<file path="src/rtl/mux_rr_arb.sv">
// -----------------------------------------------------------------------------
// mux_rr_arb
// N-channel, DATA_W-bit arbitrated multiplexer with a registered output stage.
// Several valid/ready producers share one valid/ready consumer.
// The winner is chosen combinationally, either round-robin or fixed priority
// (lowest index wins). The output register also records which channel won.
//
// Ports
//   clk        rising-edge clock
//   rst_n      asynchronous active-low reset
//   mode       0 = round-robin, 1 = fixed priority
//   in_valid   per-channel valid (bit i = channel i)
//   in_data    packed data, channel i at [i*DATA_W +: DATA_W]
//   in_ready   per-channel ready, one-hot or zero
//   out_valid  output register holds a word
//   out_data   registered data word
//   out_ch     index of the channel that produced out_data
//   out_ready  consumer accepts the word
// -----------------------------------------------------------------------------
module mux_rr_arb #(
    parameter int N_CH   = 8,
    parameter int DATA_W = 8,
    parameter int SEL_W  = $clog2(N_CH)
) (
    input  logic                   clk,
    input  logic                   rst_n,
    input  logic                   mode,
    input  logic [N_CH-1:0]        in_valid,
    input  logic [N_CH*DATA_W-1:0] in_data,
    output logic [N_CH-1:0]        in_ready,
    output logic                   out_valid,
    output logic [DATA_W-1:0]      out_data,
    output logic [SEL_W-1:0]       out_ch,
    input  logic                   out_ready
);

    typedef enum logic [0:0] {
        ST_EMPTY = 1'b0,
        ST_FULL  = 1'b1
    } state_e;

    state_e             state_q, state_d;
    logic [SEL_W-1:0]   ptr_q, ptr_d;
    logic [DATA_W-1:0]  data_q, data_d;
    logic [SEL_W-1:0]   ch_q, ch_d;

    logic [N_CH-1:0]    ptr_mask_s;
    logic [N_CH-1:0]    upper_valid_s;
    logic [SEL_W-1:0]   winner_s;
    logic               any_valid_s;
    logic               load_en_s;
    logic               xfer_s;

    // Index of the lowest set bit of vec (0 when vec is empty; callers gate on that).
    function automatic logic [SEL_W-1:0] first_set(input logic [N_CH-1:0] vec);
        logic [SEL_W-1:0] idx;
        idx = '0;
        for (int i = N_CH - 1; i >= 0; i--) begin
            if (vec[i]) begin
                idx = SEL_W'(i);
            end else begin
                idx = idx;
            end
        end
        return idx;
    endfunction

    // Mask of channel indices at or above ptr.
    // The round-robin scan checks these first and then wraps to the lowest index.
    // This avoids modular arithmetic for non-power-of-two channel counts.
    always_comb begin
        for (int i = 0; i < N_CH; i++) begin
            ptr_mask_s[i] = (i >= int'(ptr_q));
        end
    end

    // Winner selection for both arbitration modes.
    always_comb begin
        upper_valid_s = in_valid & ptr_mask_s;
        any_valid_s   = |in_valid;
        if (mode == 1'b1) begin
            winner_s = first_set(in_valid);
        end else if (|upper_valid_s) begin
            winner_s = first_set(upper_valid_s);
        end else begin
            winner_s = first_set(in_valid);
        end
    end

    // Handshake: grant the winner only when the output register can take a word.
    // rst_n is included so that no ready is shown while reset is held.
    always_comb begin
        load_en_s = (state_q == ST_EMPTY) | out_ready;
        xfer_s    = load_en_s & any_valid_s & rst_n;
        if (xfer_s) begin
            in_ready = {{(N_CH-1){1'b0}}, 1'b1} << winner_s;
        end else begin
            in_ready = '0;
        end
    end

    // Next-state logic for the output stage and the round-robin pointer.
    always_comb begin
        state_d = state_q;
        ptr_d   = ptr_q;
        data_d  = data_q;
        ch_d    = ch_q;
        if (xfer_s) begin
            state_d = ST_FULL;
            data_d  = in_data[int'(winner_s)*DATA_W +: DATA_W];
            ch_d    = winner_s;
            if (mode == 1'b0) begin
                ptr_d = (winner_s == SEL_W'(N_CH - 1)) ? '0 : winner_s + SEL_W'(1);
            end else begin
                ptr_d = ptr_q;
            end
        end else if ((state_q == ST_FULL) && out_ready) begin
            // Drained with nothing to replace it; data and channel keep their values.
            state_d = ST_EMPTY;
        end else begin
            state_d = state_q;
        end
    end

    // State registers with asynchronous reset.
    always_ff @(posedge clk or negedge rst_n) begin
        if (!rst_n) begin
            state_q <= ST_EMPTY;
            ptr_q   <= '0;
            data_q  <= '0;
            ch_q    <= '0;
        end else begin
            state_q <= state_d;
            ptr_q   <= ptr_d;
            data_q  <= data_d;
            ch_q    <= ch_d;
        end
    end

    assign out_valid = (state_q == ST_FULL);
    assign out_data  = data_q;
    assign out_ch    = ch_q;

endmodule

</file>
<file path="config.mk">
export PLATFORM = sky130hd
export DESIGN_NAME = mux_rr_arb
export DESIGN_NICKNAME = d
export VERILOG_FILES = /design/src/rtl/mux_rr_arb.sv
export SDC_FILE = /design/constraint.sdc
export NUM_CORES = 1
export LEC_CHECK = 0
export BUFFER_PORTS_ARGS = -buffer_cell sky130_fd_sc_hd__buf_4
export CORE_MARGIN = 4
export CORE_UTILIZATION = 46
export CTS_CLUSTER_SIZE = 28
export DETAILED_ROUTE_END_ITERATION = 10
export GPL_ROUTABILITY_DRIVEN = 0
export PLACE_DENSITY = 0.86
export RECOVER_POWER = 50
export SYNTH_ARGS = -nofsm -noshare
export SYNTH_HDL_FRONTEND = slang
export SYNTH_SLANG_ARGS = --single-unit
</file>
<file path="constraint.sdc">
create_clock -name clk -period 4.45 [get_ports clk]
set_input_delay 0.2225 -clock clk [delete_from_list [all_inputs] [get_ports clk]]
set_output_delay 0.2225 -clock clk [all_outputs]
set_load 0.02 [all_outputs]
</file>
# ---- Word-level counts from Yosys, hierarchy flattened
# Cells that the tools add are included.
dict set report classes {
  n_addsub 1
  magnitude_cmp 7
  n_eq_ne 1
  shifts 2
  muxes 22
  bitwise 6
  n_reduce_logical 5
}
# operator n
set ops {}
lappend ops {{64-bit by 7-bit variable part select with 8-bit output} 1}
lappend ops {{3-bit 2-to-1 mux} 19}
lappend ops {{8-bit OR reduction} 2}
lappend ops {{3-bit >= comparator (first input constant)} 3}
lappend ops {{8-bit bitwise AND} 1}
lappend ops {{8-bit 2-to-1 mux} 1}
lappend ops {{1-bit by 3-bit left shift with 8-bit output (first input constant)} 1}
lappend ops {{1-bit by 3-bit >= comparator with 1-bit output (first input constant)} 2}
lappend ops {{2-bit by 3-bit >= comparator with 1-bit output (first input constant)} 2}
lappend ops {{3-bit by 1-bit adder with 3-bit output (second input constant)} 1}
lappend ops {{3-bit == test (second input constant)} 1}
lappend ops {{1-bit bitwise AND} 2}
lappend ops {{1-bit 2-to-1 mux} 2}
lappend ops {{1-bit NOT} 2}
lappend ops {{2-bit AND reduction} 1}
lappend ops {{2-bit nonzero test} 1}
lappend ops {{1-bit logical AND} 1}
lappend ops {{1-bit bitwise OR} 1}
dict set report totals {
  reg_bits 15
  in_bits 76
  out_inout_bits 20
  word_cells 48
}

# ---- Depth between registers and ports, before layout
dict set report depth {
  ltp_word 14
  ltp_mapped 12
  mapped_depth_nobuf 10
}

# ---- Least setup slack after synthesis
# No wires, ideal clock.
dict set report synth_timing {
  path_type {register -> register}
  startpoint {reg ptr_q[1]}
  endpoint {reg ptr_q[2]}
  setup_time_ns 0.125
  t_arrival_ns 2.528
  required_ns 4.325
  path_slack_ns 1.797
  path_stages_with_launch 11
  n_path_buf 2
  period_less_slack_ns 2.653
  cell_sequence {dfrtp_1 buf_6 a311o_1 and2_4 a21oi_4 mux2i_4 buf_4 inv_2 ha_1 ha_1 mux2_2}
}
dict set report synth_via {
  elab_chain_cells 13
  elab_cells_between_ends 21
}
# element line_no
set synth_rtl {}
lappend synth_rtl {{start, declared} 43} ;# logic [SEL_W-1:0] ptr_q, ptr_d;
lappend synth_rtl {{start signal, assigned} 134} ;# ptr_q <= ptr_d;
lappend synth_rtl {{3-bit >= comparator} 73} ;# ptr_mask_s[i] = (i >= int'(ptr_q));
lappend synth_rtl {{8-bit bitwise AND *} 79} ;# upper_valid_s = in_valid & ptr_mask_s;
lappend synth_rtl {{3-bit 2-to-1 mux (7 in series)} 59} ;# if (vec[i]) begin
lappend synth_rtl {{3-bit 2-to-1 mux *} 83} ;# end else if (|upper_valid_s) begin
lappend synth_rtl {{3-bit 2-to-1 mux *} 81} ;# if (mode == 1'b1) begin
lappend synth_rtl {{named net winner_s[0]} 49} ;# logic [SEL_W-1:0] winner_s;
lappend synth_rtl {{3-bit by 1-bit adder with 3-bit output or 3-bit == test (tied branches)} 113} ;# ptr_d = (winner_s == SEL_W'(N_CH - 1)) ? '0 : winner_s + SEL_W'(1);
lappend synth_rtl {{3-bit 2-to-1 mux *} 113}
# The timed path passes the listed nets; every way through them passes the cells marked *.
# A chain may end at the register's enable or synchronous reset.

# ---- Worst setup path in the final report
dict set report layout_timing {
  startpoint {reg ptr_q[1]}
  endpoint {out in_ready[6]}
}
dict set report layout_via {
  elab_chain_cells 13
  elab_cells_between_ends 20
}
# element line_no
set layout_rtl {}
lappend layout_rtl {{3-bit >= comparator} 73}
lappend layout_rtl {{8-bit bitwise AND *} 79}
lappend layout_rtl {{3-bit 2-to-1 mux (7 in series)} 59}
lappend layout_rtl {{3-bit 2-to-1 mux *} 83}
lappend layout_rtl {{3-bit 2-to-1 mux *} 81}
lappend layout_rtl {{1-bit by 3-bit left shift with 8-bit output *} 96} ;# in_ready = {{(N_CH-1){1'b0}}, 1'b1} << winner_s;
lappend layout_rtl {{8-bit 2-to-1 mux *} 95} ;# if (xfer_s) begin
lappend layout_rtl {{end, declared} 30} ;# output logic [N_CH-1:0] in_ready,
# Every way passes the cells marked *; elsewhere a longest branch is shown, timed or not.

==> run metrics <==
outcome=complete, no violations; Clk Latency, worst-skew pair=290 ps; drt pass-1 iters=5; Seq/Total Area, Yosys=24.6%; area growth from synthesis to layout=47.0%; Post-DP HPWL=3930 um; min-delay worst type=in -> reg; Die H=65.6 um; LEAKAGE=1.17 nW; final WL=approximately 4800 um; Initial DRC Count=approximately 110; critical path peak fanout=26; Worst slew margin=around 40%; pre-CTS worst setup slack=about 1500 ps; GRT Util Overall=23.8%; I/O Pins=96; first-pass GRT wire length=about 8000 um; Avg Cell Area, Syn=between 8 and 9 um2; Crit Path Class=reg -> out; synthesized area=1520 um2; endpoints failing hold=0; hold_buf cts=1; clock skew=3.16 ps; clk slew on worst S/H paths=roughly 100 ps; Tot Pwr=0.910 mW; core area=about 3100 um2; Tcrit/Tclk final=between 70% and 80%; Initial Utilization=49.1%; final std cells w/o fill=approximately 320; setup bufs post-CTS=0; met1 usage=29.8%; Peak Freq=slightly above 300 MHz; slowest stage delay, CP=approximately 520 ps; Routed WL per cell=15.0 um; row cnt=20; crit end category=output pin; cells after synthesis=roughly 180; initial antenna violation count=0; area of the multi-input gates=approximately 1100 um2; Overflow after GRT=0; worst setup margin=between 1000 and 1500 ps; htree depth=1; DRC Markers=0; met3 Use GR=between 5 and 6%; die area=4300 um2; Routed Antenna Nets=0; CTS Buf Count=3; largest net degree at the start of global routing=27; Ant. Diodes=0; most common cell after layout, fill and taps aside=buf_4; maximum vdd drop=~220 uV; DP Cell Count=roughly 310; Final nets=357; Vias/cell=about 5.4; syn_nets=about 260; most used cell, CP=buf_4; yosys warns=0; clk buf depth=2; most frequent cells in the layout=86 x buf_4, 26 x mux2i_1, 21 x nand2_1, 16 x nor2_1, 15 x dfrtp_1; RSZ-0062 raised after global routing=false; Crit-path slowest cell=mux2i_4; CTS sink cnt=15; PD cells=slightly above 400 nW/um2; routed vias=approximately 1700; Total Neg Setup Slack=0 ps; Port Buffers=95; Max Cap Viol=0; Root Buffer=clkbuf_4; CTS tree=yes; post_cts resized=0; routing usage on met2=39.2%; worst path required time=4230 ps; Placed Area=2240 um2; FF/Latch Area=around 380 um2; FILL cells=between 200 and 300; Yosys cell types=41; worst-margin pin slew=approximately 900 ps; post-route cell area=2240 um2; startpoint types=flip-flop; grt peak-use layer=met2; Seq cells post-synth=15; final max-slew violation count=0; Worst Path Arrival=~3000 ps; Final setup violation count=0; Die X=65.6 um; Tmin final=around 3200 ps; vias in the first global route=1781; worst-path cell chain=a311o_1 -> and2_4 -> a21oi_4 -> mux2i_4 -> buf_4 -> ha_1 -> and2_1 -> buf_4; share of cells above drive strength 1=36.5%
-- path summary, 6_finish.rpt --
path / slack [ps] / start / to / depth (start not counted)
worst min-delay path: 190 / out_ready / out_valid$_DFFE_PN0P_ / 3
worst max register to register: 1480 / ptr_q[1]$_DFFE_PN0P_ / out_data[1]$_DFFE_PN0P_ / 8
min in group asynchronous: 560 / rst_n / out_data[4]$_DFFE_PN0P_ / 2
worst min register to register: 490 / out_ch[2]$_DFFE_PN0P_ / out_ch[2]$_DFFE_PN0P_ / 1
max in group asynchronous: 3340 / rst_n / ptr_q[1]$_DFFE_PN0P_ / 2
worst max-delay path: 1230 / ptr_q[1]$_DFFE_PN0P_ / in_ready[6] / 8
-- final cells by class --
| cell class | instances | share of cell area [%] |
|---|---|---|
| clock buffer | 3 | 1.01 |
| clock inverter | 1 | 0.223 |
| inverter | 7 | 1.17 |
| multi-input combinational | 151 | 47.4 |
| sequential | 15 | 16.8 |
| tap | 44 | 2.46 |
| timing repair buffer | 97 | 30.9 |
-- where the power goes --
part	switching (mW)	leakage [nW]	total, mW	internal, mW
logic	0.314	0.965	0.582	0.268
clock network	0.0501	0.0177	0.0835	0.0335
registers	0.0513	0.184	0.244	0.193
total	0.416	1.17	0.910	0.494
-- kinds of logic (layout without fill, tap and decap cells) --
group           Yosys count  in the layout  share of synthesized area, %
simple gates             65             65                          20.8
compound gates           51             51                          24.0
mux                      29             29                          20.0
flops                    15             15                          24.6
buf+inv                  15            108                          5.66
fa+ha+maj                 6              6                          4.93
-- worst max-delay path: cells and delay by family, from the launching register on --
kind / cells / cell delay, ps
simple gates: 2 / 310
mux: 1 / 520
compound gates: 2 / 590
fa+ha+maj: 1 / 240
buf+inv: 2 / 570
flops: 1 / 470
-- stage by stage --
stage          utilization [%]  hold WS (ps)
4_1_cts                   73.4           193
5_1_grt                   72.2           228
3_3_place_gp              72.2          94.5
2_1_floorplan                -         -73.1
6_report                  72.2           192
3_5_place_dp              72.2          93.7
-- cells in the mapped netlist --
master | count | share of area, %
o21ba_2 | 1 | 0.66
a21oi_4 | 1 | 1.1
a21oi_1 | 5 | 1.6
o21a_1 | 2 | 0.98
nand3_1 | 2 | 0.66
dfrtp_1 | 15 | 25
nand3b_1 | 1 | 0.49
or3_1 | 5 | 2.1
clkbuf_1 | 1 | 0.25
o21ai_2 | 1 | 0.57
a2bb2oi_1 | 1 | 0.57
nor3b_1 | 1 | 0.49
o21ai_0 | 11 | 3.6
inv_2 | 1 | 0.25
a21boi_0 | 1 | 0.49
mux2i_1 | 26 | 17
mux2_2 | 2 | 1.5
mux2i_4 | 1 | 1.5
ha_1 | 6 | 4.9
inv_1 | 6 | 1.5
o22ai_2 | 1 | 0.82
a21o_1 | 3 | 1.5
a211oi_1 | 3 | 1.5
a31oi_1 | 3 | 1.2
a221o_1 | 3 | 2.0
and2_1 | 9 | 3.7
o41ai_1 | 1 | 0.57
o22ai_1 | 9 | 3.7
and2_4 | 1 | 0.57
a221oi_2 | 1 | 0.98
buf_6 | 3 | 2.2
buf_4 | 2 | 0.98
nor4_1 | 1 | 0.41
nand2b_1 | 4 | 1.6
nand2_1 | 21 | 5.2
a311o_1 | 1 | 0.66
o21bai_1 | 2 | 0.98
buf_1 | 2 | 0.49
nor2_1 | 16 | 3.9
o31ai_1 | 1 | 0.49
nor2b_1 | 4 | 1.6
-- flip-flops by register name, indices dropped and copies added (netlist names) --
signal     cells
out_data       8
out_ch         3
out_valid      1
ptr_q          3
-- metal layers --
metal / part of all wire (%) / up-vias / wire length (um)
li1: - / 846 / -
met1: 39 / 779 / 1850
met2: 50 / 82 / 2390
met3: 9.2 / 10 / 437
met4: 1.7 / 0 / 82
met5: 0 / - / 0
(Power assumes the default switching activity.)
